==> src/rtl/led_scan_scheduler.sv <==
// Round-robin LED matrix scan scheduler: grants one pixel source at a time and drives LEDout for a dwell, then blanks.
// Optional macro LED_SCAN_PRIO_EN gives source 0 fixed top priority over the round-robin sources.
module led_scan_scheduler #(
    parameter int NUM_SRC   = 4,
    parameter int DWELL     = 2000,
    parameter int BLANK_CYC = 2
) (
    input  logic                   CLK,
    input  logic                   RST,
    input  logic                   enable,
    input  logic [NUM_SRC-1:0]     src_valid,
    input  logic [3*NUM_SRC-1:0]   src_x,
    input  logic [4*NUM_SRC-1:0]   src_y,
    input  logic [2*NUM_SRC-1:0]   src_color,
    output logic [NUM_SRC-1:0]     src_ready,
    output logic [9:0]             LEDout,
    output logic [2:0]             grant_id,
    output logic                   busy,
    output logic                   scan_wrap
);

    // state | meaning
    // IDLE  | arbitrate; grant the first valid source from rr_ptr onward
    // SHOW  | drive the latched pixel for DWELL cycles
    // BLANK | force LEDout dark for BLANK_CYC cycles
    localparam logic [1:0] S_IDLE  = 2'd0;
    localparam logic [1:0] S_SHOW  = 2'd1;
    localparam logic [1:0] S_BLANK = 2'd2;

    localparam int CNT_MAX = (DWELL > BLANK_CYC) ? DWELL : BLANK_CYC;
    localparam int CW      = (CNT_MAX > 1) ? $clog2(CNT_MAX) : 1;
    localparam int PW      = $clog2(NUM_SRC);

    localparam logic [CW-1:0] DWELL_LD = CW'(DWELL - 1);
    localparam logic [CW-1:0] BLANK_LD = CW'((BLANK_CYC > 0) ? BLANK_CYC - 1 : 0);

    logic [1:0]    state_q, state_d;
    logic [CW-1:0] cnt_q, cnt_d;
    logic [9:0]    led_q, led_d;
    logic [PW-1:0] grant_q, grant_d;
    logic [PW-1:0] rr_q, rr_d;
    logic          wrap_q, wrap_d;

    logic          win_found;
    logic [PW-1:0] win_idx;
    logic          prio_hit;
    logic [PW:0]   scan_sum;
    logic [9:0]    win_pix;
    logic          grant;

    always_comb begin
        win_found = 1'b0;
        win_idx   = '0;
        scan_sum  = '0;
        prio_hit  = 1'b0;
        for (int k = 0; k < NUM_SRC; k++) begin
            scan_sum = {1'b0, rr_q} + (PW+1)'(k);
            if (scan_sum >= (PW+1)'(NUM_SRC)) begin
                scan_sum = scan_sum - (PW+1)'(NUM_SRC);
            end
            if (!win_found && src_valid[scan_sum[PW-1:0]]) begin
                win_found = 1'b1;
                win_idx   = scan_sum[PW-1:0];
            end
        end
`ifdef LED_SCAN_PRIO_EN
        // Source 0 preempts the rotation and leaves rr_ptr untouched.
        if (src_valid[0]) begin
            win_found = 1'b1;
            win_idx   = '0;
            prio_hit  = 1'b1;
        end
`endif
    end

    always_comb begin
        win_pix = '0;
        for (int i = 0; i < NUM_SRC; i++) begin
            if (win_idx == PW'(i)) begin
                win_pix = {src_color[2*i +: 2], 1'b0, src_y[4*i +: 4], src_x[3*i +: 3]};
            end
        end
    end

    // Ready is held off during reset so a source never sees an accept that gets discarded.
    assign grant     = (state_q == S_IDLE) && enable && win_found && !RST;
    assign src_ready = grant ? (NUM_SRC'(1) << win_idx) : '0;

    always_comb begin
        state_d = state_q;
        cnt_d   = cnt_q;
        led_d   = led_q;
        grant_d = grant_q;
        rr_d    = rr_q;
        wrap_d  = 1'b0;
        case (state_q)
            S_IDLE: begin
                led_d = '0;
                if (grant) begin
                    state_d = S_SHOW;
                    led_d   = win_pix;
                    grant_d = win_idx;
                    cnt_d   = DWELL_LD;
                    if (!prio_hit) begin
                        rr_d = (win_idx == PW'(NUM_SRC - 1)) ? '0 : win_idx + 1'b1;
                    end
                    wrap_d = (win_idx == PW'(NUM_SRC - 1));
                end
            end
            S_SHOW: begin
                if (cnt_q == '0) begin
                    led_d = '0;
                    if (BLANK_CYC > 0) begin
                        state_d = S_BLANK;
                        cnt_d   = BLANK_LD;
                    end else begin
                        state_d = S_IDLE;
                    end
                end else begin
                    cnt_d = cnt_q - 1'b1;
                end
            end
            S_BLANK: begin
                led_d = '0;
                if (cnt_q == '0) begin
                    state_d = S_IDLE;
                end else begin
                    cnt_d = cnt_q - 1'b1;
                end
            end
            default: begin
                state_d = S_IDLE;
                led_d   = '0;
            end
        endcase
    end

    always_ff @(posedge CLK) begin
        if (RST) begin
            state_q <= S_IDLE;
            cnt_q   <= '0;
            led_q   <= '0;
            grant_q <= '0;
            rr_q    <= '0;
            wrap_q  <= 1'b0;
        end else begin
            state_q <= state_d;
            cnt_q   <= cnt_d;
            led_q   <= led_d;
            grant_q <= grant_d;
            rr_q    <= rr_d;
            wrap_q  <= wrap_d;
        end
    end

    assign LEDout    = led_q;
    assign grant_id  = 3'(grant_q);
    assign busy      = (state_q != S_IDLE);
    assign scan_wrap = wrap_q;

endmodule

==> config.mk <==
export PLATFORM = sky130hd
export DESIGN_NAME = led_scan_scheduler
export DESIGN_NICKNAME = d
export VERILOG_FILES = /design/src/rtl/led_scan_scheduler.sv
export SDC_FILE = /design/constraint.sdc
export NUM_CORES = 1
export LEC_CHECK = 0
export CAP_MARGIN = 20
export CORE_AREA = 2 2 63 65
export CTS_CLUSTER_DIAMETER = 50
export DETAILED_ROUTE_END_ITERATION = 8
export DIE_AREA = 0 0 65 67
export GPL_ROUTABILITY_DRIVEN = 0
export PLACE_DENSITY = 0.91
export SETUP_SLACK_MARGIN = 0.05
export SYNTH_ARGS = -nofsm -noshare
export SYNTH_HDL_FRONTEND = slang
export SYNTH_SLANG_ARGS = --single-unit
==> constraint.sdc <==
create_clock -name CLK -period 7.8 [get_ports CLK]
set_input_delay 1.56 -clock CLK [delete_from_list [all_inputs] [get_ports CLK]]
set_output_delay 1.56 -clock CLK [all_outputs]
set_load 0.02 [all_outputs]
# Word-level counts from Yosys, hierarchy flattened
# Index checks and enable logic that the tools add are counted.
[totals]
reg_bits = 28
out_inout_bits = 19
[op_classes]
n_addsub = 9
magnitude_cmp = 8
eq_ne = 9
shift = 1
n_mux = 37
bitwise = 2
reduce_logical = 19
[ops]
columns = ["cell", "count"]
rows = [
  ["two-way mux 10 bit", 6],
  ["two-way mux 11 bit", 3],
  ["case mux 11 bit (3 select lines)", 1],
  ["two-way mux 2 bit", 12],
  ["case mux 10 bit (2 select lines)", 1],
  ["less-than comparator 2 x 3 -> 1 bit (second input constant)", 4],
  ["zero test 11 bit", 1],
  ["subtractor 11 x 1 -> 11 bit (second input constant)", 1],
  [">= comparator 3 bit (second input constant)", 3],
  ["binary-select mux 1 bit (select 2 bit)", 4],
  ["two-way mux 1 bit", 8],
  ["inequality test 2 bit (second input constant)", 4],
  ["subtractor 2 x 1 -> 2 bit (second input constant)", 4],
  ["adder 2 x 2 -> 3 bit (second input constant)", 2],
  ["equality test 2 bit (second input constant)", 3],
  ["logical AND 1 bit", 6],
  ["case mux 2 bit (3 select lines)", 1],
  ["AND reduction 3 bit", 2],
  ["equality test 2 x 1 -> 1 bit (second input constant)", 2],
  ["zero test 1 bit", 4],
  ["zero test 2 bit", 2],
  ["two-way mux 4 bit", 1],
  ["left shift 1 x 2 -> 4 bit (first input constant)", 1],
  ["adder 2 x 1 -> 3 bit (second input constant)", 1],
  ["7 further kinds", 8],
]

# Depth between registers and ports, before layout
# Gate-level depths: netlist of run 1.
[depth]
ltp_word = 21
ltp_mapped = 11
mapped_depth_nobuf = 10

# Worst setup path before layout of run 1
# Ideal clock, no wire load.
[synth_timing]
kind = "input port to output port"
start = "input port src_valid[2]"
end = "output port src_ready[3]"
t_arrival_ps = 3027
t_required_ps = 6240
setup_slack_ps = 3213
path_stages = 6
path_cell_list = "mux2i_1 -> nor2_1 -> a311oi_1 -> ha_1 -> clkinv_1 -> nor2_1"
[synth_lines]
columns = ["item", "line", "rtl"]
rows = [
  ["start, declared", "11", "input logic [NUM_SRC-1:0] src_valid,"],
  ["binary-select mux 1 bit (select 2 bit)", "61", "if (!win_found && src_valid[scan_sum[PW-1:0]]) begin"],
  ["two-way mux 1 bit (implied by the code)", "61", ""],
  ["two-way mux 1 bit", "61", ""],
  ["zero test 1 bit", "61", ""],
  ["logical AND 1 bit", "61", ""],
  ["two-way mux 1 bit", "61", ""],
  ["zero test 1 bit", "61", ""],
  ["logical AND 1 bit", "61", ""],
  ["two-way mux 1 bit", "61", ""],
  ["zero test 1 bit", "61", ""],
  ["logical AND 1 bit", "61", ""],
  ["two-way mux 2 bit (*)", "61", ""],
  ["via win_idx[0]", "45", "logic [PW-1:0] win_idx;"],
  ["left shift 1 x 2 -> 4 bit (*)", "87", "assign src_ready = grant ? (NUM_SRC'(1) << win_idx) : '0;"],
  ["two-way mux 4 bit (*)", "87", ""],
  ["end, declared", "15", "output logic [NUM_SRC-1:0] src_ready,"],
]
# The timed path passes the listed nets; every way through them passes the cells marked *. The select of a mux whose other input is x is not followed.

# Worst setup path after layout of run 1
[layout_timing]
start = "input port src_valid[0]"
end = "output port src_ready[3]"
# The elaborated chain is that of the path after synthesis.

==> metrics.md, run 1 <==
| Metric | Value |
|---|---|
| R2R Path Start | rr_q[1] |
| H-tree depth | 1 |
| Sequential element share of the synthesized area | 0.313 |
| # Post-CTS Setup Buffers | 0 |
| Worst rel slew slack | 0.369 |
| P_leak | 0.000854 µW |
| Buf/Inv on CP | 3 |
| I/O Buffers | 59 |
| Antenna violations before repair | 0 |
| Crit Path Max Fanout | 10 |
| Core area | 3610 µm² |
| Die area | 4360 µm² |
| RSZ-0062 raised after global routing | no |
| Slew at the pin closest to its max-slew limit | 0.944 ns |
| Run status | complete, no violations |
| Residual DRC | 0 |
| Avg Inst Size Synth | 7.85 µm² |
| Top cell type's share of synthesized area | 0.313 |
| Unique masters post-synth | 48 |
| Total Wirelength | 4610 µm |
| FF-to-FF setup slack | 4.94 ns |
| Crit Path Category | in2out |
| Hold-fix buffers at CTS | 0 |
| First-pass GRT wire length | 7750 µm |
| Synthesized cell area | 1730 µm² |
| Fin. Hold Viols | 0 |
| Final HPWL DP | 3530 µm |
| Pwr/cell area | 172 nW/µm² |
| Peak VDD IR | 0.0666 mV |
| Max cap viols | 0 |
| Vias in the first global route | 1820 |
| Clk_lat worst skew | 0.27 ns |
| Crit path required time | 6.24 ns |
| Vias per inst | 5.83 |
| CP max stage delay | 0.63 ns |
| DRT iter0 DRCs | 131 |
| Crit-path cells | clkdlybuf4s50_1 > mux2i_1 > nor2_1 > a311oi_1 > ha_1 > clkinv_1 > nor2_1 > clkdlybuf4s50_1 |
| Starting Density | 0.479 |
| Clock buffer depth | 2 |
| Synth area leaders | dfxtp_1, a21oi_1, ha_1 |
| Max-slew violations | 0 |
| Setup TNS Final | 0 ns |
| Ant. Diodes | 0 |
| Crit path capture type | output port |
| Share of layout cells above drive strength 1 | 0.0481 |
| Hold Worst Slack | 0.457 ns |
| Delay-heaviest family, CP | buffers and inverters |
| Syn. warnings | 0 |
| Synth top cells by count | dfxtp_1, a21oi_1, nor2_1 |
| Async set-reset flop share out of synthesis | 0 |
| First drt pass iteration count | 4 |
| HP Class | reg2reg |
| Placed cells | 314 |
| Final cell count without fillers | 318 |
| Nets@finish | 322 |
| # IOs | 62 |
| Total track usage | 0.227 |
| Min Tclk post-route | 5.88 ns |
| Top cell type by total area after synthesis | dfxtp_1 |
| Synth Flop Type | dfxtp_1 |
| Flop and latch count out of synthesis | 27 |
| Avg WL per Cell | 14.5 µm |
| Hold wc startpoint | LEDout[8] |
| Core Rows | 22 |
| Hold path depth | 2 |
| Final setup viols | 0 |
| Largest net degree at the start of global routing | 26 |
| Post_cts resized | 0 |
| Post-layout util | 0.655 |
| Routed via count | 1855 |
| Period Utilization, post-route | 0.754 |
| CTS Buf Count | 3 |
| Reg2reg path depth | 10 |
| EDFF count, synth | 0 |
| Clk root buf | clkbuf_8 |
| CTS sink cnt | 27 |
| Worst path slowest cell | a311oi_1 |
| CTS tree | yes |
| Cells after Synth | 220 |
| FMAX | 170 MHz |
| Most numerous cell in the Yosys netlist | dfxtp_1 |
| Die height | 67 µm |
| Clk_skew | 0.00170 ns |
| Arrival @ worst endpoint | 4.32 ns |
| GRT overflow | 0 |
| Antenna Violating Nets Remaining | 0 |
| Area Overhead vs Synth | 36.6% |
| Reg-to-Reg End | LEDout[0] |
| CP startpoint kind | input pin |
| Clock Pin Slew Worst Setup and Hold Paths | 0.09 ns |
| Die Width | 65 µm |
| End of the worst hold path | LEDout[8] |
[cells in the final DEF (no fill, tap or decap), types with 2 or more instances in the layout]
cell type,n
o21ai_1,3
nor2_1,23
or4_1,3
o22ai_1,8
o31ai_1,4
o21ai_0,13
a31oi_1,2
nor3_2,2
and2_1,3
a311oi_1,2
a211oi_1,3
nand2_1,12
or3_1,4
or2_2,2
nand2b_1,5
clkdlybuf4s50_1,59
mux2i_1,2
a21oi_1,26
a32o_1,3
inv_1,13
conb_1,2
a221oi_1,8
clkbuf_8,3
ha_1,8
dfxtp_1,27
nor4_1,9
[worst min-delay path, cell delays in order, from the launching register on]
cell     delay [ns]
dfxtp_1        0.32
nand2_1        0.05
a21oi_1        0.05
[routing by layer]
metal / track usage / up-vias / share of wire
li1: - / 914 / -
met1: 0.260 / 839 / 0.41
met2: 0.376 / 85 / 0.46
met3: 0.0676 / 17 / 0.091
met4: 0.130 / 0 / 0.034
met5: 0 / - / 0
[cell type report]
class | count | area (µm²)
clock buffer | 4 | 45.0
sequential | 27 | 541
fill | 309 | 1240
inverter | 14 | 52.6
tap | 48 | 60.1
timing repair buffer | 60 | 598
multi-input combinational | 165 | 1060
[through the flow]
stage,power (µW),cell area (µm²),setup WS [ns]
2_1_floorplan,274,1730,3.21
3_3_place_gp,324,2320,2.10
3_5_place_dp,327,2320,1.97
4_1_cts,408,2360,1.97
5_1_grt,434,2360,1.72
6_report,406,2360,1.92
[registers in the layout, indices dropped and copies added (netlist names)]
| signal | cells |
|---|---|
| cnt_q | 11 |
| LEDout | 9 |
| grant_q | 2 |
| rr_q | 2 |
| state_q | 2 |
| scan_wrap | 1 |
[worst max-delay path by stage]
stage	startpoint	end	cells past startpoint
after floorplan	src_valid[2]	src_ready[3]	6
after global placement	src_valid[0]	src_ready[3]	8
after detailed placement	src_valid[0]	src_ready[3]	8
after CTS	src_valid[0]	src_ready[3]	8
after global routing	src_valid[0]	src_ready[3]	8
final	src_valid[0]	src_ready[3]	8
[where the power goes]
part | switching, µW | internal, µW
combinational | 88.3 | 75.4
clock | 43.2 | 36.6
sequential | 13.3 | 150
total | 145 | 262
[cell families (layout without fill, tap and decap cells)]
family,after synthesis,count (layout),synth area share
fa+ha+maj,8,8,0.0579
compound gates,81,81,0.305
simple gates,72,72,0.238
other cells,1,2,0.00217
flops,27,27,0.313
mux,2,2,0.0116
buf+inv,29,78,0.0731
(Power assumes the default switching activity.)
==> inputs of run 2 (changes only) <==
--- a/config.mk
+++ b/config.mk
@@ -6,12 +6,12 @@
 export NUM_CORES = 1
 export LEC_CHECK = 0
 export CAP_MARGIN = 20
-export CORE_AREA = 2 2 63 65
+export CORE_AREA = 2 2 69 71
 export CTS_CLUSTER_DIAMETER = 50
 export DETAILED_ROUTE_END_ITERATION = 8
-export DIE_AREA = 0 0 65 67
+export DIE_AREA = 0 0 71 73
 export GPL_ROUTABILITY_DRIVEN = 0
-export PLACE_DENSITY = 0.91
+export PLACE_DENSITY = 0.81
 export SETUP_SLACK_MARGIN = 0.05
 export SYNTH_ARGS = -nofsm -noshare
 export SYNTH_HDL_FRONTEND = slang
==> constraint.sdc (replaced) <==
create_clock -name CLK -period 5.25 [get_ports CLK]
set_input_delay 1.05 -clock CLK [delete_from_list [all_inputs] [get_ports CLK]]
set_output_delay 1.05 -clock CLK [all_outputs]
set_load 0.02 [all_outputs]
==> metrics.md, run 2 (synthesis gave the netlist of run 1 again) <==
| Metric | Value |
|---|---|
| Fin. Hold Viols | 0 |
| # Post-CTS Setup Buffers | 0 |
| I/O Buffers | 59 |
| Clock buffer depth | 2 |
| Core area | 4540 µm² |
| Antenna violations before repair | 0 |
| Run status | complete, no violations |
| Clk_skew | 0.0127 ns |
| Clock Pin Slew Worst Setup and Hold Paths | 0.10 ns |
| Crit path capture type | output port |
| Pwr/cell area | 255 nW/µm² |
| # IOs | 62 |
| Clk_lat worst skew | 0.28 ns |
| First-pass GRT wire length | 7620 µm |
| Residual DRC | 0 |
| Largest register FFs | 11 |
| DRT iter0 DRCs | 75 |
| Max-slew violations | 0 |
| Slack of the critical path | 0.629 ns |
| Core Rows | 25 |
| Largest net degree at the start of global routing | 22 |
| Die Width | 71 µm |
| Fill count | 412 |
| R2R Path Start | rr_q[1] |
| CTS sink cnt | 27 |
| CP max stage delay | 0.62 ns |
| Flop pwr share | 0.395 |
| RSZ-0062 raised after global routing | no |
| Most common cell after layout, fill and taps aside | clkdlybuf4s50_1 |
| Avg WL per Cell | 14.3 µm |
| Total track usage | 0.182 |
| Commonest non-fill, non-tap cells in the layout | clkdlybuf4s50_1, dfxtp_1, a21oi_1 |
| Total Wirelength | 4690 µm |
| Crit-path cells | clkdlybuf4s50_1 > mux2i_1 > nor2_1 > a311oi_1 > buf_4 > ha_1 > clkinv_1 > nor2_1 > clkdlybuf4s50_1 |
| Post_cts resized | 0 |
| Die area | 5180 µm² |
| Slew at the pin closest to its max-slew limit | 0.939 ns |
| Hold wc startpoint | grant_q[0] |
| Largest reg by FF count | cnt_q |
| Peak VDD IR | 0.131 mV |
| Vias in the first global route | 1678 |
| Clock power share | 0.197 |
| Nets@finish | 326 |
| Sw Share | 0.360 |
| Period Utilization, post-route | 0.880 |
| CP startpoint kind | input pin |
| Final HPWL DP | 3560 µm |
| Arrival @ worst endpoint | 3.57 ns |
| Vias per inst | 5.58 |
| CTS tree | yes |
| Hold-fix buffers at CTS | 0 |
| Final setup viols | 0 |
| Hold Worst Slack | 0.462 ns |
| Clk root buf | clkbuf_8 |
| Crit path required time | 4.20 ns |
| P_leak | 0.000874 µW |
| Worst path slowest cell | clkdlybuf4s50_1 |
| Gate power share | 0.408 |
| Area Overhead vs Synth | 38.8% |
| Critical path launch point | src_valid[0] |
| Crit Path Max Fanout | 10 |
| Share of layout cells above drive strength 1 | 0.0620 |
| Crit Path Category | in2out |
| First drt pass iteration count | 4 |
| Worst rel slew slack | 0.372 |
| FMAX | 216 MHz |
| H-tree depth | 1 |
| Routed via count | 1829 |
| CTS Buf Count | 3 |
| Die height | 73 µm |
| Antenna Violating Nets Remaining | 0 |
| Setup TNS Final | 0 ns |
| GRT overflow | 0 |
| Max cap viols | 0 |
| HP Class | reg2reg |
| Pre-CTS setup slack | 0.701 ns |
| Min Tclk post-route | 4.62 ns |
| Ant. Diodes | 0 |
| P_sw | 220 µW |
| Starting Density | 0.381 |
| Cell Int Power | 392 µW |
==> run 2: worst paths after layout <==
check / cells past startpoint / endpoint / slack [ns]
worst max-delay path: 9 / src_ready[3] / 0.63
worst min register to register: 2 / grant_q[0] / 0.46
worst max register to register: 11 / LEDout[2] / 2.65
worst min-delay path: 2 / grant_q[0] / 0.46
==> run 2: cell type report <==
cell class | instances | area, µm² | share of cell area
multi-input combinational | 165 | 1060 | 0.444
timing repair buffer | 64 | 628 | 0.262
sequential | 27 | 541 | 0.225
tap | 54 | 67.6 | 0.0282
inverter | 14 | 52.6 | 0.0219
clock buffer | 4 | 45.0 | 0.0188
==> run 2: layer usage <==
layer	vias up	wire length, µm	share of wire	track usage
li1	921	-	-	-
met1	830	2010	0.43	0.208
met2	69	2220	0.47	0.321
met3	9	372	0.079	0.0525
met4	0	90	0.019	0.0755
met5	-	0	0	0
==> run 2: through the flow <==
stage | cell area (µm²) | total power (µW) | utilization | std cells
floorplan | 1730 | 408 | - | 221
global placement | 2350 | 486 | 0.517 | 323
detailed placement | 2350 | 490 | 0.517 | 323
CTS | 2390 | 610 | 0.527 | 327
global route | 2400 | 647 | 0.529 | 328
finish | 2400 | 612 | 0.529 | 328
==> run 2: worst max-delay path: cells and delay by family <==
| family | cells | cell delay, ns |
|---|---|---|
| buf+inv | 4 | 1.55 |
| fa+ha+maj | 1 | 0.23 |
| compound gates | 1 | 0.26 |
| mux | 1 | 0.21 |
| simple gates | 2 | 0.27 |
==> run 2: power by group through the flow <==
| stage | registers (µW) | logic, µW | clock network (µW) |
|---|---|---|---|
| 6_report | 242 | 249 | 120 |
| 5_1_grt | 245 | 272 | 130 |
| 4_1_cts | 241 | 246 | 123 |
| 3_5_place_dp | 246 | 244 | 0 |
| 3_3_place_gp | 246 | 240 | 0 |
| 2_1_floorplan | 248 | 160 | 0 |
